[src/rtl/fifo_rr_arbiter_if.sv]
// ============================================================================
// Module      : fifo_rr_arbiter_if
// Description : Bundle of the requester-side and memory-side signals of the
//               FIFO round-robin arbiter.
//               master : arbiter view.
//                        Inputs  : req, req_data, mem_ready.
//                        Outputs : read_en, mem_valid, mem_wdata, mem_src, gnt.
//               slave  : environment view, which is the mirror image of master.
//               Optional feature macro of the arbiter: ARB_BURST_EN.
//               The interface itself does not depend on that macro.
// Revision    : 1.0 - initial release
// ============================================================================
`default_nettype none

interface fifo_rr_arbiter_if #(
  parameter int NUM_REQ    = 4,
  parameter int REQ_IDX    = 2,
  parameter int FIFO_WIDTH = 32
);
  logic [NUM_REQ-1:0]            req;
  logic [NUM_REQ*FIFO_WIDTH-1:0] req_data;
  logic [NUM_REQ-1:0]            read_en;
  logic                          mem_valid;
  logic                          mem_ready;
  logic [FIFO_WIDTH-1:0]         mem_wdata;
  logic [REQ_IDX-1:0]            mem_src;
  logic [NUM_REQ-1:0]            gnt;

  modport master (
    input  req, req_data, mem_ready,
    output read_en, mem_valid, mem_wdata, mem_src, gnt
  );

  modport slave (
    output req, req_data, mem_ready,
    input  read_en, mem_valid, mem_wdata, mem_src, gnt
  );
endinterface

`default_nettype wire

[src/rtl/fifo_rr_arbiter.sv]
// ============================================================================
// Module      : fifo_rr_arbiter
// Description : Round-robin arbiter that shares one memory write port among
//               NUM_REQ FIFO requesters.
//               The winning FIFO is popped through read_en.
//               Its head word is then held in a one-entry output register,
//               which drives the memory through a valid/ready handshake.
// Ports       : clk   - clock, rising edge
//               rst_n - asynchronous active-low reset
//               bus   - fifo_rr_arbiter_if.master. Its signals are:
//                       req, req_data, read_en, mem_valid, mem_ready,
//                       mem_wdata, mem_src, gnt.
// Options     : ARB_BURST_EN - when defined, the previous winner may keep the
//               port for up to BURST_LEN consecutive grants.
//               When undefined, arbitration is strict round-robin.
// Revision    : 1.0 - initial release
// ============================================================================
`default_nettype none

module fifo_rr_arbiter #(
  parameter int NUM_REQ    = 4,
  parameter int REQ_IDX    = 2,
  parameter int FIFO_WIDTH = 32,
  parameter int BURST_LEN  = 4
) (
  input  wire logic           clk,
  input  wire logic           rst_n,
  fifo_rr_arbiter_if.master   bus
);

  localparam logic [REQ_IDX-1:0] LAST_IDX = REQ_IDX'(NUM_REQ - 1);

  // --------------------------------------------------------------------------
  // Registers
  // --------------------------------------------------------------------------
  logic                  mem_valid_q, mem_valid_d;
  logic [FIFO_WIDTH-1:0] mem_wdata_q, mem_wdata_d;
  logic [REQ_IDX-1:0]    mem_src_q,   mem_src_d;
  logic [NUM_REQ-1:0]    gnt_q,       gnt_d;
  logic [REQ_IDX-1:0]    ptr_q,       ptr_d;

`ifdef ARB_BURST_EN
  localparam int CNT_W = (BURST_LEN > 1) ? $clog2(BURST_LEN) : 1;
  logic [CNT_W-1:0]      burst_cnt_q, burst_cnt_d;
  // mem_src only names a real previous winner once a grant has happened.
  // Without this flag, FIFO 0 would be treated as a burst continuation
  // straight after reset.
  logic                  last_vld_q,  last_vld_d;
  logic                  burst_hit;
`endif

  // --------------------------------------------------------------------------
  // Combinational arbitration
  // --------------------------------------------------------------------------
  logic                  load;
  logic                  rr_found;
  logic [REQ_IDX-1:0]    rr_win;
  logic [REQ_IDX-1:0]    win;
  logic [NUM_REQ-1:0]    win_onehot;
  logic [REQ_IDX-1:0]    win_next_ptr;
  int                    scan_idx;

  // The output register can take a new word when it is empty or is being
  // drained this cycle, and only if somebody is requesting.
  assign load = (~mem_valid_q | bus.mem_ready) & (|bus.req);

  // Rotating priority scan: ptr, ptr+1, ..., wrapping at NUM_REQ-1.
  // The index is folded by subtraction, so a non-power-of-two NUM_REQ
  // wraps correctly.
  always_comb begin
    rr_found = 1'b0;
    rr_win   = '0;
    scan_idx = 0;
    for (int k = 0; k < NUM_REQ; k++) begin
      scan_idx = int'(ptr_q) + k;
      if (scan_idx >= NUM_REQ) begin
        scan_idx = scan_idx - NUM_REQ;
      end
      if (!rr_found && bus.req[scan_idx]) begin
        rr_found = 1'b1;
        rr_win   = REQ_IDX'(scan_idx);
      end
    end
  end

`ifdef ARB_BURST_EN
  // The previous winner keeps the port while it still requests and its
  // burst is not exhausted. BURST_LEN=1 therefore never bursts.
  always_comb begin
    burst_hit = last_vld_q && bus.req[mem_src_q] &&
                (int'(burst_cnt_q) < (BURST_LEN - 1));
    win       = burst_hit ? mem_src_q : rr_win;
  end
`else
  assign win = rr_win;
`endif

  assign win_onehot   = {{(NUM_REQ-1){1'b0}}, 1'b1} << win;
  assign win_next_ptr = (win == LAST_IDX) ? '0 : (win + REQ_IDX'(1));

  // The pop strobe is combinational and must stay quiet during reset,
  // so that FIFOs keep their data.
  assign bus.read_en = (rst_n && load) ? win_onehot : '0;

  // --------------------------------------------------------------------------
  // Next-state logic
  // --------------------------------------------------------------------------
  always_comb begin
    mem_valid_d = mem_valid_q;
    mem_wdata_d = mem_wdata_q;
    mem_src_d   = mem_src_q;
    gnt_d       = gnt_q;
    ptr_d       = ptr_q;
`ifdef ARB_BURST_EN
    burst_cnt_d = burst_cnt_q;
    last_vld_d  = last_vld_q;
`endif

    if (load) begin
      // A load either fills an empty register or refills it on the same
      // edge that the memory accepts the old word. That refill is what
      // gives back-to-back transfers with no bubble.
      mem_valid_d = 1'b1;
      mem_wdata_d = bus.req_data[int'(win)*FIFO_WIDTH +: FIFO_WIDTH];
      mem_src_d   = win;
      gnt_d       = win_onehot;
`ifdef ARB_BURST_EN
      last_vld_d  = 1'b1;
      if (burst_hit) begin
        burst_cnt_d = burst_cnt_q + CNT_W'(1);
      end else begin
        burst_cnt_d = '0;
        ptr_d       = win_next_ptr;
      end
`else
      ptr_d       = win_next_ptr;
`endif
    end else if (mem_valid_q && bus.mem_ready) begin
      // The word was accepted and nothing replaces it.
      // mem_wdata deliberately keeps its last value.
      mem_valid_d = 1'b0;
      gnt_d       = '0;
    end
  end

  // --------------------------------------------------------------------------
  // State registers
  // --------------------------------------------------------------------------
  always_ff @(posedge clk or negedge rst_n) begin
    if (!rst_n) begin
      mem_valid_q <= 1'b0;
      mem_wdata_q <= '0;
      mem_src_q   <= '0;
      gnt_q       <= '0;
      ptr_q       <= '0;
    end else begin
      mem_valid_q <= mem_valid_d;
      mem_wdata_q <= mem_wdata_d;
      mem_src_q   <= mem_src_d;
      gnt_q       <= gnt_d;
      ptr_q       <= ptr_d;
    end
  end

`ifdef ARB_BURST_EN
  always_ff @(posedge clk or negedge rst_n) begin
    if (!rst_n) begin
      burst_cnt_q <= '0;
      last_vld_q  <= 1'b0;
    end else begin
      burst_cnt_q <= burst_cnt_d;
      last_vld_q  <= last_vld_d;
    end
  end
`endif

  // --------------------------------------------------------------------------
  // Outputs
  // --------------------------------------------------------------------------
  assign bus.mem_valid = mem_valid_q;
  assign bus.mem_wdata = mem_wdata_q;
  assign bus.mem_src   = mem_src_q;
  assign bus.gnt       = gnt_q;

endmodule

`default_nettype wire

[src/flat_wrapper.sv]
// flat-port wrapper written by rule: the top's interface ports become plain ports
module fifo_rr_arbiter_flat 
#(
  parameter int NUM_REQ    = 4,
  parameter int REQ_IDX    = 2,
  parameter int FIFO_WIDTH = 32,
  parameter int BURST_LEN  = 4
)
  (clk, rst_n, bus_req, bus_req_data, bus_mem_ready, bus_read_en, bus_mem_valid, bus_mem_wdata, bus_mem_src, bus_gnt);
  fifo_rr_arbiter_if #(.NUM_REQ(NUM_REQ), .REQ_IDX(REQ_IDX), .FIFO_WIDTH(FIFO_WIDTH)) bus_i ();
  input  wire logic clk;
  input  wire logic rst_n;
  input wire logic [$bits(bus_i.req)-1:0] bus_req;
  input wire logic [$bits(bus_i.req_data)-1:0] bus_req_data;
  input wire logic [$bits(bus_i.mem_ready)-1:0] bus_mem_ready;
  output wire logic [$bits(bus_i.read_en)-1:0] bus_read_en;
  output wire logic [$bits(bus_i.mem_valid)-1:0] bus_mem_valid;
  output wire logic [$bits(bus_i.mem_wdata)-1:0] bus_mem_wdata;
  output wire logic [$bits(bus_i.mem_src)-1:0] bus_mem_src;
  output wire logic [$bits(bus_i.gnt)-1:0] bus_gnt;
  assign bus_i.req = bus_req;
  assign bus_i.req_data = bus_req_data;
  assign bus_i.mem_ready = bus_mem_ready;
  assign bus_read_en = bus_i.read_en;
  assign bus_mem_valid = bus_i.mem_valid;
  assign bus_mem_wdata = bus_i.mem_wdata;
  assign bus_mem_src = bus_i.mem_src;
  assign bus_gnt = bus_i.gnt;
  fifo_rr_arbiter #(.NUM_REQ(NUM_REQ), .REQ_IDX(REQ_IDX), .FIFO_WIDTH(FIFO_WIDTH), .BURST_LEN(BURST_LEN)) u_core (.clk(clk), .rst_n(rst_n), .bus(bus_i));
endmodule
[config.mk]
export PLATFORM = sky130hd
export DESIGN_NAME = fifo_rr_arbiter_flat
export DESIGN_NICKNAME = d
export VERILOG_FILES = /design/src/rtl/fifo_rr_arbiter_if.sv /design/src/rtl/fifo_rr_arbiter.sv /design/src/flat_wrapper.sv
export SDC_FILE = /design/constraint.sdc
export NUM_CORES = 1
export LEC_CHECK = 0
export CORE_UTILIZATION = 25
export CTS_BUF_LIST = sky130_fd_sc_hd__clkbuf_2 sky130_fd_sc_hd__clkbuf_4 sky130_fd_sc_hd__clkbuf_8
export DETAILED_ROUTE_END_ITERATION = 7
export PLACE_DENSITY = 0.63
export REMOVE_ABC_BUFFERS = 1
export SYNTH_ARGS = -nofsm -noshare
export SYNTH_HDL_FRONTEND = slang
export SYNTH_SLANG_ARGS = --single-unit
[constraint.sdc]
create_clock -name clk -period 3.7 [get_ports clk]
set_input_delay 0.74 -clock clk [delete_from_list [all_inputs] [get_ports clk]]
set_output_delay 0.74 -clock clk [all_outputs]
set_load 0.01 [all_outputs]
# Word level (Yosys, flattened, before mapping)
# Index checks and enable logic that the tools add are counted.
op_classes:
  magnitude_cmp: 8
  shifts: 2
  add_sub_neg: 8
  div_mod_pow: 0
  eq_ne: 1
  bitwise: 3
  mul: 0
  n_mux: 29
  reduce_logical: 10
ops:
  columns: ["operator", "n"]
  rows:
  - ["$lt A32 B4 Y1 const B", 4]
  - ["$mux W32", 4]
  - ["$shiftx A128 B8 Y32", 1]
  - ["$ge A32 B4 Y1 const B", 3]
  - ["$sub A32 B4 Y32 const B", 3]
  - ["$mux W1", 13]
  - ["$mux W4", 3]
  - ["$mux W2", 5]
  - ["$bmux W1 S2", 4]
  - ["$add A2 B2 Y3 const B", 2]
  - ["$logic_and A1 B1 Y1", 5]
  - ["$reduce_or A4 Y1", 1]
  - ["$shl A1 B2 Y4 const A", 1]
  - ["$sub A2 B3 Y4 const B", 1]
  - ["$add A2 B1 Y3 const B", 1]
  - ["$ge A2 B3 Y1 const B", 1]
  - ["$logic_not A1 Y1", 3]
  - ["$add A2 B1 Y2 const B", 1]
  - ["$eq A2 B2 Y1 const B", 1]
  - ["$reduce_bool A2 Y1", 1]
  - ["$and A1 B1 Y1", 1]
  - ["$not A1 Y1", 1]
  - ["$or A1 B1 Y1", 1]
totals:
  regBits: 41
  word_cells: 66
  latch_bits: 0
  romBits: 0
  memories: 0
  ram_bits: 0

# Depth between registers and ports, before layout
# Gate-level depths: netlist of the first run.
depth:
  ltp_word: 17
  mapped_depth: 7

# Worst setup path after synthesis of the first run
# Ideal clock, no wire load.
synth_path:
  kind: "input port to output port"
  start: "input port bus_req[0]"
  end: "output port bus_read_en[2]"
  t_required_ns: 2.960
  setup_slack_ns: 1.288
  arrival_ns: 1.672
  cell_stages: 6
  path_cell_list: "a21oi_1 -> a2bb2oi_1 -> buf_2 -> buf_2 -> inv_1 -> nor2_1"
synth_via:
  elab_chain_len: 15
synth_lines:
  columns: ["element", "line", "source"]
  rows:
  - ["start: declaration", "flat_wrapper.sv:13", "input wire logic [$bits(bus_i.req)-1:0] bus_req;"]
  - ["$bmux W1 S2", "fifo_rr_arbiter.sv:79", "if (!rr_found && bus.req[scan_idx]) begin"]
  - ["$mux W1 (implied by the code) (2 in series)", "fifo_rr_arbiter.sv:79", null]
  - ["$mux W1", "fifo_rr_arbiter.sv:79", null]
  - ["$logic_not A1 Y1", "fifo_rr_arbiter.sv:79", null]
  - ["$logic_and A1 B1 Y1", "fifo_rr_arbiter.sv:79", null]
  - ["$mux W1", "fifo_rr_arbiter.sv:79", null]
  - ["$logic_not A1 Y1", "fifo_rr_arbiter.sv:79", null]
  - ["$logic_and A1 B1 Y1", "fifo_rr_arbiter.sv:79", null]
  - ["$mux W1", "fifo_rr_arbiter.sv:79", null]
  - ["$logic_not A1 Y1", "fifo_rr_arbiter.sv:79", null]
  - ["$logic_and A1 B1 Y1", "fifo_rr_arbiter.sv:79", null]
  - ["$mux W2", "fifo_rr_arbiter.sv:79", null]
  - ["$shl A1 B2 Y4", "fifo_rr_arbiter.sv:98", "assign win_onehot = {{(NUM_REQ-1){1'b0}}, 1'b1} << win;"]
  - ["$mux W4 *", "fifo_rr_arbiter.sv:103", "assign bus.read_en = (rst_n && load) ? win_onehot : '0;"]
  - ["end: declaration", "flat_wrapper.sv:16", "output wire logic [$bits(bus_i.read_en)-1:0] bus_read_en;"]
# Every way passes the cells marked *; elsewhere a longest branch is shown, timed or not. The select of a mux whose other input is x is not followed.

# Worst setup path after layout of the first run
layout_path:
  start: "input port bus_req[0]"
  end: "output port bus_read_en[0]"
# The elaborated chain is that of the path after synthesis.

==> results.cfg, run 1 <==
[status]
status = finished, final reports clean

[synth]
async_flop_share_pct = 100
yosysSeqAreaShare_pct = 38.9
synth.largest_area_cell = dfrtp_1
yosys_warnings = 0
ys.flop_type = dfrtp_1
ys_types = 29
synth_edf_count = 0
netlist_instances = 230
avgSynthCellArea_um2 = 11.5
ys_ff_latch = 41
syn-cell-area_um2 = 2640
synthTopCellsByArea = dfrtp_1 (39%), mux2i_1 (25%), o221ai_2 (13%), nand2_1 (6.0%), o221ai_1 (3.3%)
yosysTopAreaCellShare_pct = 38.9

[setup_path]
crit_arrival_ps = 2710
cp_num_buf_inv = 2
crit_path_start_kind = input pin
path_common_cell = clkdlybuf4s50_1
crit_path_top_delay_cell = clkdlybuf4s50_1
required_ps = 2960
slowest_delay_ps = 550
crit_family = buffers and inverters
rr_worst_depth = 6
cp.depth = 6
critPathKind = in -> out
endpoint_kind = primary output
reg2reg_slack_ps = 1720
cp_cell_sequence = clkdlybuf4s50_1, nor3b_1, or3_4, nand3_1, nor2_1, clkdlybuf4s50_1
cp_max_fo = 4

[job]
cap_viol_max_count = 0

[worst_hold_path]
worstHoldPathCells = 2
worst_hold_path_type = reg -> reg

[cts]
clock-sinks = 41
htreeDepth = 2
cts_tree = built
postCtsSetupRepairBufs = 0
clockBufferDepth = 2
path_clk_slew_ps = 70
hold_buffers = 0
numCtsBuffers = 5
clk_latency_ps = 290
cts_root_buf = clkbuf_8
cts-resized-gates = 0

[timing]
slew_violations = 0
period_minus_slack_ps = 3450
fin_crit_sh_pct = 93.2
rsz0062_at_grt = no
max_slew_margin_pct = 61.8
hold_violations = 0
finClkSkew_ps = 8.20
fmax_mhz = 290
setup_viol = 0
worst_slew_pin_slew_ps = 572

[power_and_ir_drop]
finalPower_uw = 2200
leakagePower_uw = 0.00186
power_frac_comb_pct = 54.0
pwr-share-clk_pct = 14.8
power.share.switching_pct = 34.6
p_sw_uw = 762
peakVddDrop_v = 0.000153
p_int_uw = 1440
p_seq_share_pct = 31.2
p_per_area_nw_per_um2 = 483

[drt]
wl_per_cell_um = 14.2
routed_wl_mm = 7.62
drc_errors = 0
drt_iter0_markers = 60
dr_total_vias = 2462
avgViaCountPerCell = 4.59
dr.pass1.iters = 4
antenna_left = 0

[cells_and_area]
syn2layout_area_growth_pct = 73.0
drive_above_1_share_pct = 11.0
fillCellCount = 1031
n_antenna_cell = 0
utilization_pct = 44.4
nets = 534

[global_route]
grt_max_degree = 68
grt_use_total_pct = 14.1
antenna_found_initial = 0
grt_pass1_wl_mm = 12.5
grt_pass1_vias = 2610
overflow = 0

[floorplanning]
io-pin-count = 178
initial_core_util_pct = 25.7
core-area_um2 = 10300
die_x_um = 105
rows = 37
die-height_um = 105
die-area_um2 = 11000

[place]
port_buffers = 177
dp_hpwl_mm = 5.64
gp_congestion = 0.770
## flip-flops by register name (all words and copies together), names as in the netlist
register	count
u_core.bus.mem_valid	1
u_core.bus.mem_wdata	32
u_core.bus.mem_src	2
u_core.ptr_q	2
u_core.bus.gnt	4
## power groups by stage
stage | sequential [uW] | combinational (uW) | clock [uW]
6_report | 687 | 1190 | 326
5_1_grt | 712 | 1280 | 361
4_1_cts | 689 | 1210 | 341
3_5_place_dp | 697 | 1210 | 0
3_3_place_gp | 691 | 1200 | 0
2_1_floorplan | 760 | 645 | 0
## cells in the final DEF (no fill, tap or decap)
| cell type | netlist | routed |
|---|---|---|
| clkdlybuf4s50_1 | 0 | 176 |
| mux2i_1 | 65 | 65 |
| nand2_1 | 42 | 42 |
| dfrtp_1 | 41 | 41 |
| o221ai_2 | 22 | 22 |
| o221ai_1 | 10 | 10 |
| clkbuf_8 | 0 | 7 |
| o21ai_0 | 6 | 6 |
| nor2_1 | 4 | 4 |
| a21oi_1 | 3 | 3 |
| inv_1 | 2 | 2 |
| and2_4 | 2 | 2 |
| nand3_1 | 2 | 2 |
| nand2_4 | 2 | 2 |
| buf_4 | 8 | 2 |
| nand3b_1 | 1 | 1 |
| a2bb2oi_4 | 0 | 1 |
| nor3b_1 | 1 | 1 |
| or3_4 | 1 | 1 |
| or2b_2 | 1 | 1 |
| or4_4 | 1 | 1 |
| nor3_4 | 1 | 1 |
| a21boi_2 | 1 | 1 |
| o21ai_1 | 1 | 1 |
| xnor2_1 | 1 | 1 |
| nand2b_1 | 1 | 1 |
| clkinv_2 | 0 | 1 |
| buf_2 | 4 | 1 |
| buf_12 | 2 | 1 |
## per-stage QoR
stage	TNS (ps)	setup slack, ps	hold WS, ps	cell area [um2]	instances
finish	0	252	478	4560	536
detailed placement	0	247	464	4460	528
global route	0	172	516	4560	536
CTS	0	237	484	4560	536
global placement	0	352	462	4460	528
floorplan	-127510	-3830	444	2470	212
## per-layer routing
metal / up-vias / wire length [um] / GRT usage (%)
met1: 1165 / 3120 / 15.8
li1: 1199 / - / -
met5: - / 0 / 0
met3: 7 / 502 / 3.43
met2: 91 / 3910 / 26.1
met4: 0 / 91 / 4.02
## tightest hold or removal path, delay by kind of cell, from the launching register on
kind	cells	cell delay [ps]
flops	1	340
simple gates	2	110
## path summary, 6_finish.rpt
| path | start | end |
|---|---|---|
| max | bus_req[0] | bus_read_en[0] |
| min | u_core.bus.mem_src[0] | u_core.bus.mem_src[0] |
| max reg2reg | u_core.ptr_q[0] | u_core.bus.mem_wdata[11] |
| min reg2reg | u_core.bus.mem_src[0] | u_core.bus.mem_src[0] |
| max in group asynchronous | rst_n | u_core.bus.mem_wdata[24] |
| min in group asynchronous | rst_n | u_core.bus.mem_valid |
## Yosys cell counts, types with 2 or more instances
| library cell | count |
|---|---|
| o21ai_0 | 6 |
| nor2_1 | 4 |
| nand3_1 | 2 |
| buf_12 | 2 |
| and2_4 | 2 |
| dfrtp_1 | 41 |
| inv_1 | 2 |
| mux2i_1 | 65 |
| o221ai_1 | 10 |
| buf_4 | 8 |
| a21oi_1 | 3 |
| o221ai_2 | 22 |
| buf_8 | 2 |
| buf_2 | 4 |
| nand2_4 | 2 |
| nand2_1 | 42 |
## cell families (layout without fill, tap and decap cells)
family	count (synthesis)	in the layout	synth area share (%)
AO/OA/AOI/OAI	44	44	18.5
XOR/XNOR	1	1	0.332
flip-flops	41	41	38.9
AND/OR/NAND/NOR	59	59	11.1
buffers and inverters	20	190	6.55
multiplexers	65	65	24.7
## cell type report
class                      count  area [um2]  share of cell area, %
timing repair buffer         180        1800                   39.5
multi-input combinational    169        1460                   31.9
sequential                    41        1030                   22.5
tap                          136         170                   3.73
clock buffer                   7        96.3                   2.11
inverter                       2        7.51                  0.165
clock inverter                 1        5.00                  0.110
Power figures use the tool's default switching activity.
==> run 2, diff against run 1 <==
REMOVE_ABC_BUFFERS = default   (was 1)
==> run 2 against run 1 <==
Against the previous run:
- clock-buffer cell count unchanged
- sequential power up 0.6%
- critical endpoint unchanged
- total power up 2.8%
- combinational power about the same
- largest power group unchanged
- largest cell class unchanged
- routed wire length up 6.3%
- highest routed layer unchanged
==> results.cfg, run 2 (synthesized netlist as in run 1, its figures left out) <==
[place]
port_buffers = 177
pre_cts_slack_ps = 315
gp_congestion = 0.757
place_area_um2 = 4460
dp_hpwl_mm = 6.04

[cts]
path_clk_slew_ps = 80
cts_root_buf = clkbuf_8
cts_tree = built
cts-resized-gates = 0
postCtsSetupRepairBufs = 0
clk_latency_ps = 280
hold_buffers = 0
numCtsBuffers = 5
htreeDepth = 2
clockBufferDepth = 2
clock-sinks = 41

[global_route]
antenna_found_initial = 0
grt_pass1_vias = 2536
grt_use_total_pct = 14.5
grt_pass1_wl_mm = 12.6
overflow = 0
grt_max_degree = 42

[setup_path]
crit_arrival_ps = 2660
cp_max_fo = 4
endpoint_kind = primary output
crit_path_start_kind = input pin
required_ps = 2960
critPathKind = in -> out

[timing]
max_slew_margin_pct = 55.8
slew_violations = 0
finClkSkew_ps = 6.13
worst_slew_pin_slew_ps = 663
finalWorstSetupSlack_ps = 303
tns_ps = 0
fmax_mhz = 294
setup_viol = 0
fin_crit_sh_pct = 91.8
rsz0062_at_grt = no
period_minus_slack_ps = 3400
hold_violations = 0

[power_and_ir_drop]
leakagePower_uw = 0.00187
p_int_uw = 1500
p_sw_uw = 768
pwr-share-clk_pct = 16.8
finalPower_uw = 2260
power_frac_comb_pct = 52.7
p_per_area_nw_per_um2 = 494
p_seq_share_pct = 30.5
power.share.switching_pct = 33.9
peakVddDrop_v = 0.000233

[status]
status = finished, final reports clean

[floorplanning]
die-height_um = 105
io-pin-count = 178
die_x_um = 105
rows = 37
die-area_um2 = 11000
core-area_um2 = 10300
initial_core_util_pct = 25.7

[cells_and_area]
utilization_pct = 44.6
nets = 536
regArea_um2 = 1030
drive_above_1_share_pct = 11.4
stdcell_area_um2 = 4580
multiInputGateArea_um2 = 1460
final_common_cell = clkdlybuf4s50_1
fillCellCount = 1014
n_antenna_cell = 0
syn2layout_area_growth_pct = 73.8
largest_reg_flops = 32
final_cell_mix = clkdlybuf4s50_1 (176), mux2i_1 (65), nand2_1 (42), dfrtp_1 (41), o221ai_2 (22)

[synth]
synth_fp_nets = 365

[drt]
drt_iter0_markers = 81
drc_errors = 0
antenna_left = 0
routed_wl_mm = 8.09
dr.pass1.iters = 4
dr_total_vias = 2473
wl_per_cell_um = 15.0
avgViaCountPerCell = 4.60

[worst_hold_path]
worst_hold_path_type = reg -> reg

[job]
cap_viol_max_count = 0
==> run 2: metal layers <==
metal	up-vias	wire length (um)	global-route usage (%)
met1	1140	3380	16.5
met2	128	3850	25.5
met3	2	827	5.61
met4	0	38	3.52
li1	1203	-	-
met5	-	0	0
==> run 2: area by class of cell <==
class / count / share of cell area [%]
multi-input cells: 169 / 31.8
clock inverters: 1 / 0.655
repair buffers: 182 / 39.4
well taps: 136 / 3.71
flip-flops and latches: 41 / 22.4
clock buffers: 7 / 1.97
inverters: 2 / 0.164
==> run 2: power by group through the flow <==
stage | clock, uW | combinational, uW | sequential [uW]
2_1_floorplan | 0 | 614 | 759
6_report | 380 | 1190 | 691
5_1_grt | 413 | 1280 | 711
3_3_place_gp | 0 | 1200 | 696
4_1_cts | 401 | 1220 | 694
3_5_place_dp | 0 | 1220 | 697
==> run 2: final timing paths <==
| path | endpoint | cells after the start | slack, ps | start |
|---|---|---|---|---|
| max | bus_read_en[0] | 6 | 300 | bus_req[0] |
| min | u_core.bus.mem_src[0] | 2 | 480 | u_core.bus.mem_src[0] |
| max reg2reg | u_core.bus.mem_wdata[28] | 6 | 1550 | u_core.ptr_q[0] |
| min reg2reg | u_core.bus.mem_src[0] | 2 | 480 | u_core.bus.mem_src[0] |
| max in group asynchronous | u_core.bus.mem_wdata[30] | 2 | 2790 | rst_n |
| min in group asynchronous | u_core.bus.gnt[3] | 2 | 550 | rst_n |
==> run 2: stage by stage <==
stage / instances / hold slack (ps)
2_1_floorplan: 230 / 444
3_3_place_gp: 530 / 466
3_5_place_dp: 530 / 471
4_1_cts: 538 / 487
5_1_grt: 538 / 503
6_report: 538 / 483
==> run 2: critical path, stage by stage <==
cell and delay [ps]:
clkdlybuf4s50_1 520, nor3b_1 430, or3_4 240, nand3_1 90
nor2_1 100, clkdlybuf4s50_1 540
